--- config.mk ---
export PLATFORM = sky130hd
export DESIGN_NAME = tcam_sched
export DESIGN_NICKNAME = d
export VERILOG_FILES = /design/src/rtl/tcam_sched.sv
export SDC_FILE = /design/constraint.sdc
export NUM_CORES = 1
export LEC_CHECK = 0
export CAP_MARGIN = 10
export CORE_AREA = 8 8 133 135
export DETAILED_ROUTE_END_ITERATION = 10
export DIE_AREA = 0 0 141 143
export HOLD_SLACK_MARGIN = 0.1
export PLACE_DENSITY = 0.72
export SLEW_MARGIN = 30
export SYNTH_ARGS = -nofsm -noshare
export SYNTH_HDL_FRONTEND = slang
export SYNTH_HIERARCHICAL = 1
export SYNTH_SLANG_ARGS = --single-unit
--- constraint.sdc ---
create_clock -name clk -period 2 [get_ports clk]
set_clock_uncertainty 0.1 [all_clocks]
set_input_delay 0.2 -clock clk [delete_from_list [all_inputs] [get_ports clk]]
set_output_delay 0.2 -clock clk [all_outputs]
set_load 0.02 [all_outputs]
--- src/rtl/tcam_sched.sv ---
// Request scheduler for the TCAM + value-SRAM lookup datapath: search/update arbitration and tagged in-order responses.
// Define TCAM_SCHED_STATS_EN to add saturating search/hit/update statistics counters with a stat_clr input.
module tcam_sched #(
    parameter int  KEY_WIDTH   = 32,
    parameter int  VALUE_WIDTH = 32,
    parameter int  DEPTH       = 16,
    parameter int  TAG_WIDTH   = 4,
    parameter int  LAT         = 2,
    parameter int  MAX_BURST   = 8,
    localparam int ADDR_W      = $clog2(DEPTH)
) (
    input  logic                   clk,
    input  logic                   rst,
    input  logic                   s_valid,
    output logic                   s_ready,
    input  logic [KEY_WIDTH-1:0]   s_key,
    input  logic [TAG_WIDTH-1:0]   s_tag,
    input  logic                   u_valid,
    output logic                   u_ready,
    input  logic [ADDR_W-1:0]      u_addr,
    input  logic [KEY_WIDTH-1:0]   u_key,
    input  logic [KEY_WIDTH-1:0]   u_mask,
    input  logic [VALUE_WIDTH-1:0] u_value,
    output logic                   t_search_vld,
    output logic [KEY_WIDTH-1:0]   t_search_key,
    output logic                   t_key_we,
    output logic [ADDR_W-1:0]      t_key_addr,
    output logic [KEY_WIDTH-1:0]   t_key_data,
    output logic [KEY_WIDTH-1:0]   t_key_mask,
    output logic                   t_val_we,
    output logic [ADDR_W-1:0]      t_val_addr,
    output logic [VALUE_WIDTH-1:0] t_val_data,
    input  logic                   t_resp_vld,
    input  logic                   t_resp_hit,
    input  logic [ADDR_W-1:0]      t_resp_addr,
    input  logic [VALUE_WIDTH-1:0] t_resp_data,
    output logic                   r_valid,
    output logic                   r_hit,
    output logic [ADDR_W-1:0]      r_addr,
    output logic [VALUE_WIDTH-1:0] r_data,
    output logic [TAG_WIDTH-1:0]   r_tag,
    output logic                   busy
`ifdef TCAM_SCHED_STATS_EN
    ,
    input  logic                   stat_clr,
    output logic [31:0]            stat_search,
    output logic [31:0]            stat_hit,
    output logic [31:0]            stat_update
`endif
);
    localparam int CNT_W   = $clog2(LAT + 1);
    localparam int PTR_W   = (LAT > 1) ? $clog2(LAT) : 1;
    localparam int BURST_W = $clog2(MAX_BURST + 1);

    typedef enum logic [1:0] {IDLE, DRAIN, UPD_KEY, UPD_VAL} state_t;

    state_t                 state_q, state_d;
    logic [CNT_W-1:0]       inflight_q, inflight_d;
    logic [BURST_W-1:0]     burst_q, burst_d;
    logic [PTR_W-1:0]       wr_ptr_q, wr_ptr_d, rd_ptr_q, rd_ptr_d;
    logic [TAG_WIDTH-1:0]   tag_mem_q [LAT];
    logic [ADDR_W-1:0]      upd_addr_q, upd_addr_d;
    logic [VALUE_WIDTH-1:0] upd_val_q, upd_val_d;
    logic                   r_valid_q, r_hit_q;
    logic [ADDR_W-1:0]      r_addr_q;
    logic [VALUE_WIDTH-1:0] r_data_q;
    logic [TAG_WIDTH-1:0]   r_tag_q;
    logic                   resp_acc_s, full_s, burst_lim_s;

    function automatic logic [PTR_W-1:0] ptr_inc(input logic [PTR_W-1:0] p);
        return (p == PTR_W'(LAT - 1)) ? {PTR_W{1'b0}} : p + PTR_W'(1);
    endfunction

    // Responses only count against an outstanding search; the pipeline is full when nothing retires this cycle.
    always_comb begin
        resp_acc_s  = t_resp_vld && (inflight_q != {CNT_W{1'b0}});
        full_s      = (inflight_q == CNT_W'(LAT)) && !resp_acc_s;
        burst_lim_s = (burst_q >= BURST_W'(MAX_BURST));
    end

    // Scheduler FSM next-state and datapath strobes.
    always_comb begin
        state_d      = state_q;
        burst_d      = burst_q;
        upd_addr_d   = upd_addr_q;
        upd_val_d    = upd_val_q;
        s_ready      = 1'b0;
        u_ready      = 1'b0;
        t_search_vld = 1'b0;
        t_search_key = {KEY_WIDTH{1'b0}};
        t_key_we     = 1'b0;
        t_key_addr   = {ADDR_W{1'b0}};
        t_key_data   = {KEY_WIDTH{1'b0}};
        t_key_mask   = {KEY_WIDTH{1'b0}};
        t_val_we     = 1'b0;
        t_val_addr   = {ADDR_W{1'b0}};
        t_val_data   = {VALUE_WIDTH{1'b0}};
        if (rst) begin
            state_d = IDLE;
        end else begin
            case (state_q)
                IDLE: begin
                    s_ready = !(u_valid && burst_lim_s) && !full_s;
                    if (s_valid && s_ready) begin
                        t_search_vld = 1'b1;
                        t_search_key = s_key;
                    end else begin
                        t_search_vld = 1'b0;
                    end
                    if (!u_valid) begin
                        burst_d = {BURST_W{1'b0}};
                    end else if (t_search_vld) begin
                        burst_d = burst_q + BURST_W'(1);
                    end else begin
                        burst_d = burst_q;
                    end
                    if (u_valid && (!s_valid || burst_lim_s)) begin
                        state_d = DRAIN;
                    end else begin
                        state_d = IDLE;
                    end
                end
                DRAIN: begin
                    if (inflight_q == {CNT_W{1'b0}}) begin
                        state_d = UPD_KEY;
                    end else begin
                        state_d = DRAIN;
                    end
                end
                UPD_KEY: begin
                    t_key_we   = 1'b1;
                    t_key_addr = u_addr;
                    t_key_data = u_key;
                    t_key_mask = u_mask;
                    u_ready    = 1'b1;
                    upd_addr_d = u_addr;
                    upd_val_d  = u_value;
                    burst_d    = {BURST_W{1'b0}};
                    state_d    = UPD_VAL;
                end
                UPD_VAL: begin
                    t_val_we   = 1'b1;
                    t_val_addr = upd_addr_q;
                    t_val_data = upd_val_q;
                    state_d    = IDLE;
                end
                default: state_d = IDLE;
            endcase
        end
    end

    // Outstanding-search count and tag FIFO pointers move together.
    always_comb begin
        inflight_d = inflight_q;
        wr_ptr_d   = t_search_vld ? ptr_inc(wr_ptr_q) : wr_ptr_q;
        rd_ptr_d   = resp_acc_s ? ptr_inc(rd_ptr_q) : rd_ptr_q;
        if (t_search_vld && !resp_acc_s) begin
            inflight_d = inflight_q + CNT_W'(1);
        end else if (!t_search_vld && resp_acc_s) begin
            inflight_d = inflight_q - CNT_W'(1);
        end else begin
            inflight_d = inflight_q;
        end
    end

    // Tag FIFO storage; occupancy lives in the pointers so it needs no reset.
    always_ff @(posedge clk) begin
        if (t_search_vld) begin
            tag_mem_q[wr_ptr_q] <= s_tag;
        end
    end

    // State, counters and the registered response.
    always_ff @(posedge clk) begin
        if (rst) begin
            state_q    <= IDLE;
            inflight_q <= {CNT_W{1'b0}};
            burst_q    <= {BURST_W{1'b0}};
            wr_ptr_q   <= {PTR_W{1'b0}};
            rd_ptr_q   <= {PTR_W{1'b0}};
            upd_addr_q <= {ADDR_W{1'b0}};
            upd_val_q  <= {VALUE_WIDTH{1'b0}};
            r_valid_q  <= 1'b0;
            r_hit_q    <= 1'b0;
            r_addr_q   <= {ADDR_W{1'b0}};
            r_data_q   <= {VALUE_WIDTH{1'b0}};
            r_tag_q    <= {TAG_WIDTH{1'b0}};
        end else begin
            state_q    <= state_d;
            inflight_q <= inflight_d;
            burst_q    <= burst_d;
            wr_ptr_q   <= wr_ptr_d;
            rd_ptr_q   <= rd_ptr_d;
            upd_addr_q <= upd_addr_d;
            upd_val_q  <= upd_val_d;
            r_valid_q  <= resp_acc_s;
            r_hit_q    <= resp_acc_s && t_resp_hit;
            r_addr_q   <= (resp_acc_s && t_resp_hit) ? t_resp_addr : {ADDR_W{1'b0}};
            r_data_q   <= (resp_acc_s && t_resp_hit) ? t_resp_data : {VALUE_WIDTH{1'b0}};
            r_tag_q    <= resp_acc_s ? tag_mem_q[rd_ptr_q] : {TAG_WIDTH{1'b0}};
        end
    end

    assign r_valid = r_valid_q;
    assign r_hit   = r_hit_q;
    assign r_addr  = r_addr_q;
    assign r_data  = r_data_q;
    assign r_tag   = r_tag_q;
    assign busy    = !rst && ((state_q != IDLE) || (inflight_q != {CNT_W{1'b0}}));

`ifdef TCAM_SCHED_STATS_EN
    logic [31:0] st_search_q, st_hit_q, st_update_q;

    function automatic logic [31:0] sat_inc(input logic [31:0] v, input logic en);
        return (en && (v != 32'hFFFF_FFFF)) ? v + 32'd1 : v;
    endfunction

    // Saturating statistics; a clear beats a same-cycle increment.
    always_ff @(posedge clk) begin
        if (rst || stat_clr) begin
            st_search_q <= 32'd0;
            st_hit_q    <= 32'd0;
            st_update_q <= 32'd0;
        end else begin
            st_search_q <= sat_inc(st_search_q, t_search_vld);
            st_hit_q    <= sat_inc(st_hit_q, resp_acc_s && t_resp_hit);
            st_update_q <= sat_inc(st_update_q, state_q == UPD_VAL);
        end
    end

    assign stat_search = st_search_q;
    assign stat_hit    = st_hit_q;
    assign stat_update = st_update_q;
`endif

    tcam_sched_chk u_chk (
        .clk        (clk),
        .rst        (rst),
        .t_resp_vld (t_resp_vld),
        .fifo_empty (inflight_q == {CNT_W{1'b0}})
    );
endmodule

module tcam_sched_chk (
    input logic clk,
    input logic rst,
    input logic t_resp_vld,
    input logic fifo_empty
);
    // A datapath response with no outstanding search means scheduler and datapath disagree on occupancy.
    assert property (@(posedge clk) disable iff (rst) !(t_resp_vld && fifo_empty));
endmodule

==> results of run 1 <==
state kept, by name, summed over array words and instances (netlist names), named ones only:
register and flops:
r_data 32, upd_val_q 32, tag_mem_q 8, burst_q 4, r_addr 4, r_tag 4, upd_addr_q 4, inflight_q 2
r_hit 1, r_valid 1, rd_ptr_q 1, state_q 1, wr_ptr_q 1
power breakdown:
group	internal [uW]	switching [uW]	leakage [uW]
registers	2130	99.7	0.000788
logic	1330	977	0.00313
clock network	849	756	0.000134
logic make-up (layout without fill, tap and decap cells):
| logic type | Yosys count | count (layout) |
|---|---|---|
| AND/OR/NAND/NOR | 209 | 209 |
| adder cells (fa/ha/maj) | 3 | 3 |
| other | 0 | 3 |
| AO/OA/AOI/OAI | 48 | 48 |
| XOR/XNOR | 4 | 4 |
| multiplexers | 6 | 6 |
| buffers and inverters | 36 | 440 |
| flip-flops | 96 | 96 |
cell usage in the layout (no fill, tap or decap), types with 2 or more instances in the layout:
| cell | n |
|---|---|
| and2_4 | 81 |
| nand2_1 | 2 |
| clkbuf_16 | 14 |
| xor2_1 | 2 |
| o21ai_0 | 2 |
| clkdlybuf4s15_2 | 7 |
| nor2_1 | 12 |
| inv_1 | 4 |
| inv_6 | 2 |
| and3_1 | 37 |
| dfxtp_2 | 2 |
| dlygate4sd2_1 | 3 |
| buf_6 | 96 |
| clkdlybuf4s50_1 | 218 |
| nor2b_1 | 3 |
| buf_2 | 38 |
| dfxtp_4 | 2 |
| buf_4 | 35 |
| buf_8 | 5 |
| and2_1 | 57 |
| ha_1 | 2 |
| edfxtp_1 | 8 |
| a22o_1 | 32 |
| a21o_1 | 4 |
| clkbuf_2 | 2 |
| nand2b_1 | 2 |
| dfxtp_1 | 84 |
| buf_12 | 5 |
| buf_16 | 4 |
| diode_2 | 3 |
| nor2_4 | 3 |
| mux2i_1 | 5 |
| clkinv_2 | 2 |
| a21oi_1 | 6 |
cell type report:
class	count	area share
timing repair buffer	420	0.4791
sequential	96	0.2261
clock inverter	6	0.004639
inverter	4	0.001687
clock buffer	10	0.02573
tap	216	0.03037
multi-input combinational	270	0.2315
antenna	3	0.0008435
timing repair:
item                                    4_1_cts  5_1_grt
pin swaps                                    14       66
hold endpoints to repair                      0        0
endpoints found under the setup margin      130      122
resized for setup                           555      201
setup buffers                                12        6
gates cloned                                  7       11
hold buffers                                  0        0
worst max-delay path: stages, from the launching register on:
cell and delay, ps:
dfxtp_2 330, or3b_4 390, and4_4 240, buf_16 160, buf_6 110, and2_4 150
buf_6 120
through the flow:
stage	util	setup TNS [ps]	std cells	hold slack, ps
2_1_floorplan	-	-11.94	402	198.9
3_3_place_gp	0.5137	-43500	975	325.5
3_5_place_dp	0.5137	-48800	975	331.3
4_1_cts	0.5462	-5963	1010	316.4
5_1_grt	0.5706	-6647	1025	147.9
6_report	0.5706	-2598	1025	143.8
worst max path at each step:
stage                  start          endpoint  slack (ps)  cells after the start
6_report       inflight_q[1]  t_search_key[10]        -160                      6
5_1_grt        inflight_q[1]  t_search_key[10]        -190                      6
4_1_cts        inflight_q[1]  t_search_key[24]        -190                      6
3_5_place_dp      t_resp_vld  t_search_key[25]        -440                      6
3_3_place_gp      t_resp_vld  t_search_key[27]        -370                      6
2_1_floorplan  inflight_q[1]     inflight_q[1]         -10                      8
per-layer routing:
metal / wire, um / GRT usage / vias up
met1: 7341 / 0.1854 / 2206
met3: 2420 / 0.09048 / 36
met5: 36 / 0 / -
met4: 467 / 0.07919 / 6
met2: 11590 / 0.3482 / 218
li1: - / - / 2132
==> summary.md, run 1 <==
| Metric | Value |
|---|---|
| Pins Over Slew Limit | 0 |
| Most instantiated cells after synthesis | 116 x and2_1, 88 x dfxtp_1, 37 x and3_1 |
| H-tree depth | 3 |
| Worst setup SP type | flop |
| FF-to-FF setup slack | -110 ps |
| Relative slew slack | 0.4091 |
| Fillers | about 1400 |
| First drt pass iteration count | 4 |
| Post-synthesis mux area share | 0.01520 |
| #FFs+latches synth | 96 |
| R2R Path End | inflight_q[1] |
| Main synth FF type | dfxtp_1 |
| Number of nets in the layout | approximately 1000 |
| Period minus WS final | between 2000 and 2500 ps |
| WP data required | approximately 1700 ps |
| Layout cells sized above 1 | 0.3859 |
| FF/Latch Area | about 2000 um2 |
| Worst Path Arrival | ~1900 ps |
| Final hold vios | 0 |
| Worst setup margin | -155.5 ps |
| Clock-pin transition on the worst setup and hold timing paths | 70 ps |
| RePlAce Congestion | 0.8320 |
| Post-route DRC violation count | 0 |
| DR vias | 4598 |
| GRT overflow | 0 |
| Pre-CTS WS | -442.5 ps |
| WL final | 21860 um |
| Worst-margin pin slew | around 900 ps |
| Synth-to-layout area growth | 120.7% |
| Vias per cell | approximately 4.5 |
| LEAKAGE | approximately 0.0040 uW |
| Worst r2r path cells | 7 |
| Syn. warnings | 6 |
| # rows | 46 |
| Clk root buf | clkbuf_16 |
| Mapped Avg Cell Area | between 10 and 15 um2 |
| Detailed Route Iter0 Violations | slightly above 100 |
| DIE AREA | between 20000 and 25000 um2 |
| Post-route design area | between 8000 and 9000 um2 |
| Yosys cell types | 38 |
| Top area cells in the synthesized netlist | dfxtp_1 44%, and2_1 18%, a22o_1 7.0% |
| Peak VDD IR | roughly 350 uV |
| Vias in the first global route | 4804 |
| Reg-to-reg startpoint | inflight_q[1] |
| Total power | about 6000 uW |
| Critical hold path startpoint | rst |
| Count leader, synth | and2_1 |
| Post-DRT Antenna Nets | 0 |
| Initial antenna violation count | 7 |
| Post-synth ARST share | 0 |
| Clock Path Buffers | 2 |
| Mapped cell area | approximately 4000 um2 |
| Num CTS Buffers | 9 |
| Tot GR Track Use | 0.1924 |
| DIE WIDTH | 141 um |
| Count of final setup violators | between 60 and 70 |
| Post-synthesis adder-cell area fraction | 0.009308 |
| Max cap viols | 0 |
| Initial Utilization | 0.2585 |
| Dpl cell area | 8013 um2 |
| Failing checks | setup timing |
| RSZ-0062 raised after global routing | true |
| Multi-input gate area | between 2000 and 2500 um2 |
| Hold Crit Endpoint | inflight_q[1] |
| Port bufs | approximately 360 |
| Crit Path Max Fanout | 6 |
| IO Pins | around 360 |
| Outcome | finished with violations |
| Final worst-path cycle share | 1.078 |
| Post-synth top area cell | dfxtp_1 |
| Clock latency on the worst-skew pair | 350 ps |
| Post-synthesis simple-gate area fraction | 0.3307 |
| Register area share after synthesis | 0.4964 |
| Post-synthesis compound-gate area fraction | 0.09463 |
| Post-synthesis xor/xnor area fraction | 0.008688 |
| Critical Path Sink Type | output pin |
| Core area | between 15000 and 20000 um2 |
| Sink Count | 96 |
| Cells after Synth | 402 |
| Largest family of logic cells by synthesized area | simple AND/OR/NAND/NOR gates |
| Vert. Die Dim | 143 um |
| Largest net degree at the start of global routing | 39 |
| Avg WL per Cell | 21.33 um |
| Power density over the cells | around 700 nW/um2 |
| Worst Hold Class | in -> reg |
| CTS tree | built |
| Post-Syn Nets | a little under 600 |
| Synth top area share | 0.4369 |
| WS Path Type | reg -> out |
| Fmax | around 460 MHz |
| Number of synthesized flops with an enable pin | 8 |
| Cells on Worst Hold Path | 3 |
| First-pass GRT wire length | around 30000 um |
| HPWL after DPL | between 15000 and 20000 um |
No activity file was read; power rests on OpenSTA's default activity.
==> inputs of run 2 (changes only) <==
CAP_MARGIN = 20   (was 10)
==> results of run 2 <==
Final layout, timing and power as in run 1 (identical DEF).
==> inputs of run 3 (changes only) <==
SLEW_MARGIN = unset   (was 30)
clock period = 1.7 ns   (was 2 ns; I/O delays follow)
==> run 3 against run 2 <==
Effect of this change:
- the flow still finishes with violations (setup timing)
- clock power increased by 32%
- global-route usage decreased by 0.078 points
- worst hold slack improved by 160 ps
- largest power group unchanged
- sequential power is 18% higher
- setup slack got worse by 110 ps
- combinational power up 20%
- critical path depth increased by 1
- via count grew 0.22%
- routed wire length decreased by 0.46%
- sequential cell count did not move
- cell count grew 0.39%
- cell area up 5.3%
==> summary.md, run 3 (synthesized netlist as in run 1, its figures left out) <==
| Metric | Value |
|---|---|
| Outcome | finished with violations |
| Failing checks | setup timing |
| Clk root buf | clkbuf_16 |
| Cell Int Power | 5315 uW (+23%) |
| R2R Path End | inflight_q[1] |
| Hold slack | 308.5 ps (+164.8 ps) |
| First-pass GRT wire length | 29170 um (about the same) |
| Fillers | 1265 (-6.7%) |
| Worst-margin pin slew | 292.4 ps (-591.9 ps) |
| CP Capture Point | inflight_q[1] |
| DR vias | 4608 (+0.22%) |
| Detailed Route Iter0 Violations | 158 (+56%) |
| Post-DRT Antenna Nets | 0 (unchanged) |
| Final setup TNS | -23600 ps (-21010 ps) |
| Synth-to-layout area growth | 132.4% |
| Critical Path Sink Type | flop |
| Max cap viols | 0 (unchanged) |
| Clock-pin transition on the worst setup and hold timing paths | 70 ps (about the same) |
| Num CTS Buffers | 9 (unchanged) |
| Core area | 15600 um2 (unchanged) |
| IO Pins | 362 (unchanged) |
| RSZ-0062 raised after global routing | true |
| Commonest non-fill, non-tap cells in the layout | 219 x clkdlybuf4s50_1, 136 x buf_6, 115 x and2_4 |
| LEAKAGE | 0.004210 uW (+4.0%) |
| H-tree depth | 3 (unchanged) |
| Number of nets in the layout | 988 (+0.61%) |
| Period minus WS final | between 1500 and 2000 ps |
| Clock Path Buffers | 2 (unchanged) |
| Worst setup SP type | flop |
| Port bufs | 361 (unchanged) |
| Most common cell after layout, fill and taps aside | clkdlybuf4s50_1 |
| Critical path origin | inflight_q[1] |
| Fmax | about 500 MHz |
| Tot GR Track Use | 0.1916 (-0.0007763) |
| Sink Count | 96 (unchanged) |
| Clock latency on the worst-skew pair | 340 ps (about the same) |
| DIE AREA | 20160 um2 (unchanged) |
| Dpl cell area | 8070 um2 (+0.72%) |
| RePlAce Congestion | 0.8284 (-0.43%) |
| Switch Pwr | 2210 uW (+21%) |
| Worst Hold Class | in -> reg |
| Sequential Power Share | 0.349 (-0.014) |
| Largest net degree at the start of global routing | 39 (unchanged) |
| CTS tree | built |
| HPWL after DPL | 15810 um (+1.7%) |
| Final worst-path cycle share | 1.154 |
| Clock power share | 0.282 (+0.021) |
| Final hold vios | 0 (unchanged) |
| Cts hold-fix bufs | 0 (unchanged) |
| Vert. Die Dim | 143 um (unchanged) |
| Vias in the first global route | 4905 (+2.1%) |
| # rows | 46 (unchanged) |
| Util after Layout | 0.6008 (+0.03024) |
| Post-route design area | 9371 um2 (+5.3%) |
| Comb power frac | 0.368 (-0.008) |
| WL final | 21760 um (-0.46%) |
| Relative slew slack | 0.8045 (+0.3954) |
| First drt pass iteration count | 4 (unchanged) |
| Peak VDD IR | 420.6 uV (+21%) |
| Reg-to-reg startpoint | inflight_q[1] |
| Power density over the cells | 802.9 nW/um2 (+16%) |
| FF/Latch Area | 2012 um2 (unchanged) |
| Pins Over Slew Limit | 0 (unchanged) |
| DIE WIDTH | 141 um (unchanged) |
| Count of final setup violators | 141 (+130%) |
| Worst setup margin | -261.0 ps (-105.5 ps) |
| Avg WL per Cell | 21.15 um (-0.85%) |
| Multi-input gate area | 2181 um2 (+5.8%) |
| Post-route DRC violation count | 0 (unchanged) |
| Worst r2r path cells | 7 (unchanged) |
| Vias per cell | 4.478 (-0.17%) |
| Layout cells sized above 1 | 0.4458 (+0.05996) |
| Crit Path Max Fanout | 5 (-1) |
| Worst Path Arrival | 2120 ps (+260 ps) |
| WS Path Type | reg -> reg |
| WP data required | 1860 ps (+160 ps) |
| Sw frac | 0.2937 (-0.004717) |
| Initial antenna violation count | 1 (-6) |
| FF-to-FF setup slack | -260 ps (-150 ps) |
| Initial Utilization | 0.2585 (unchanged) |
| GRT overflow | 0 (unchanged) |
## run 3: changes by cell type in the layout (fill, tap and decap cells not counted), sizes merged
cell / delta
buf: +18
bufinv: +1
clkbuf: -1
clkdlybuf4s15: -8
clkdlybuf4s50: +1
clkinv: -1
clkinvlp: -1
diode: -2
dlygate4sd2: -3
dlymetal6s2s: -1
inv: +1
## run 3: worst min-delay path by stage
stage / start / cells after the start / slack, ps / to
after global placement: upd_addr_q[1] / 1 / 330 / upd_addr_q[1]
after detailed placement: upd_addr_q[1] / 1 / 330 / upd_addr_q[1]
after floorplan: s_tag[0] / 0 / 170 / tag_mem_q[0][0]
after CTS: t_resp_data[27] / 2 / 300 / r_data[27]
final: t_resp_data[13] / 2 / 310 / r_data[13]
after global routing: t_resp_data[29] / 2 / 300 / r_data[29]
## run 3: layout make-up
| class | count | share of cell area |
|---|---|---|
| timing repair buffer | 426 | 0.4887 |
| multi-input combinational | 270 | 0.2327 |
| sequential | 96 | 0.2147 |
| tap | 216 | 0.02884 |
| clock buffer | 10 | 0.02550 |
| clock inverter | 6 | 0.007744 |
| inverter | 4 | 0.001602 |
| antenna | 1 | 0.0002670 |
## run 3: routing by layer
metal	track usage	up-vias	wire length, um
met3	0.08614	32	2222
met5	0	-	10
li1	-	2144	-
met2	0.3322	231	10930
met1	0.2001	2199	8085
met4	0.07466	2	507
## run 3: power groups by stage
| stage | clock network, uW | registers [uW] | logic, uW |
|---|---|---|---|
| after detailed placement | 0 | 2660 | 2270 |
| after global routing | 2270 | 2650 | 2930 |
| after global placement | 0 | 2650 | 2220 |
| after CTS | 2190 | 2620 | 2550 |
| after floorplan | 0 | 2720 | 977 |
| final | 2120 | 2630 | 2770 |
## run 3: through the flow
stage	total power (uW)	cells	setup slack, ps
final	7524	1029	-261.0
after global routing	7848	1028	-299.2
after CTS	7357	1017	-269.8
after detailed placement	4930	980	-659.2
after global placement	4871	980	-618.3
after floorplan	3696	402	-311.9
## run 3: worst max-delay path, cell delays in order (launching register included)
cell     delay (ps)
dfxtp_2         320
or3b_4          370
and4_4          200
buf_4           170
ha_4            150
xor2_1          140
or3_1           310
a21oi_1         130
## run 3: what timing repair did
item / CTS / global route
setup buffers: 16 / 9
endpoints found under the setup margin: 149 / 153
cloned: 6 / 6
gates resized for setup: 760 / 135
pin swaps: 44 / 21
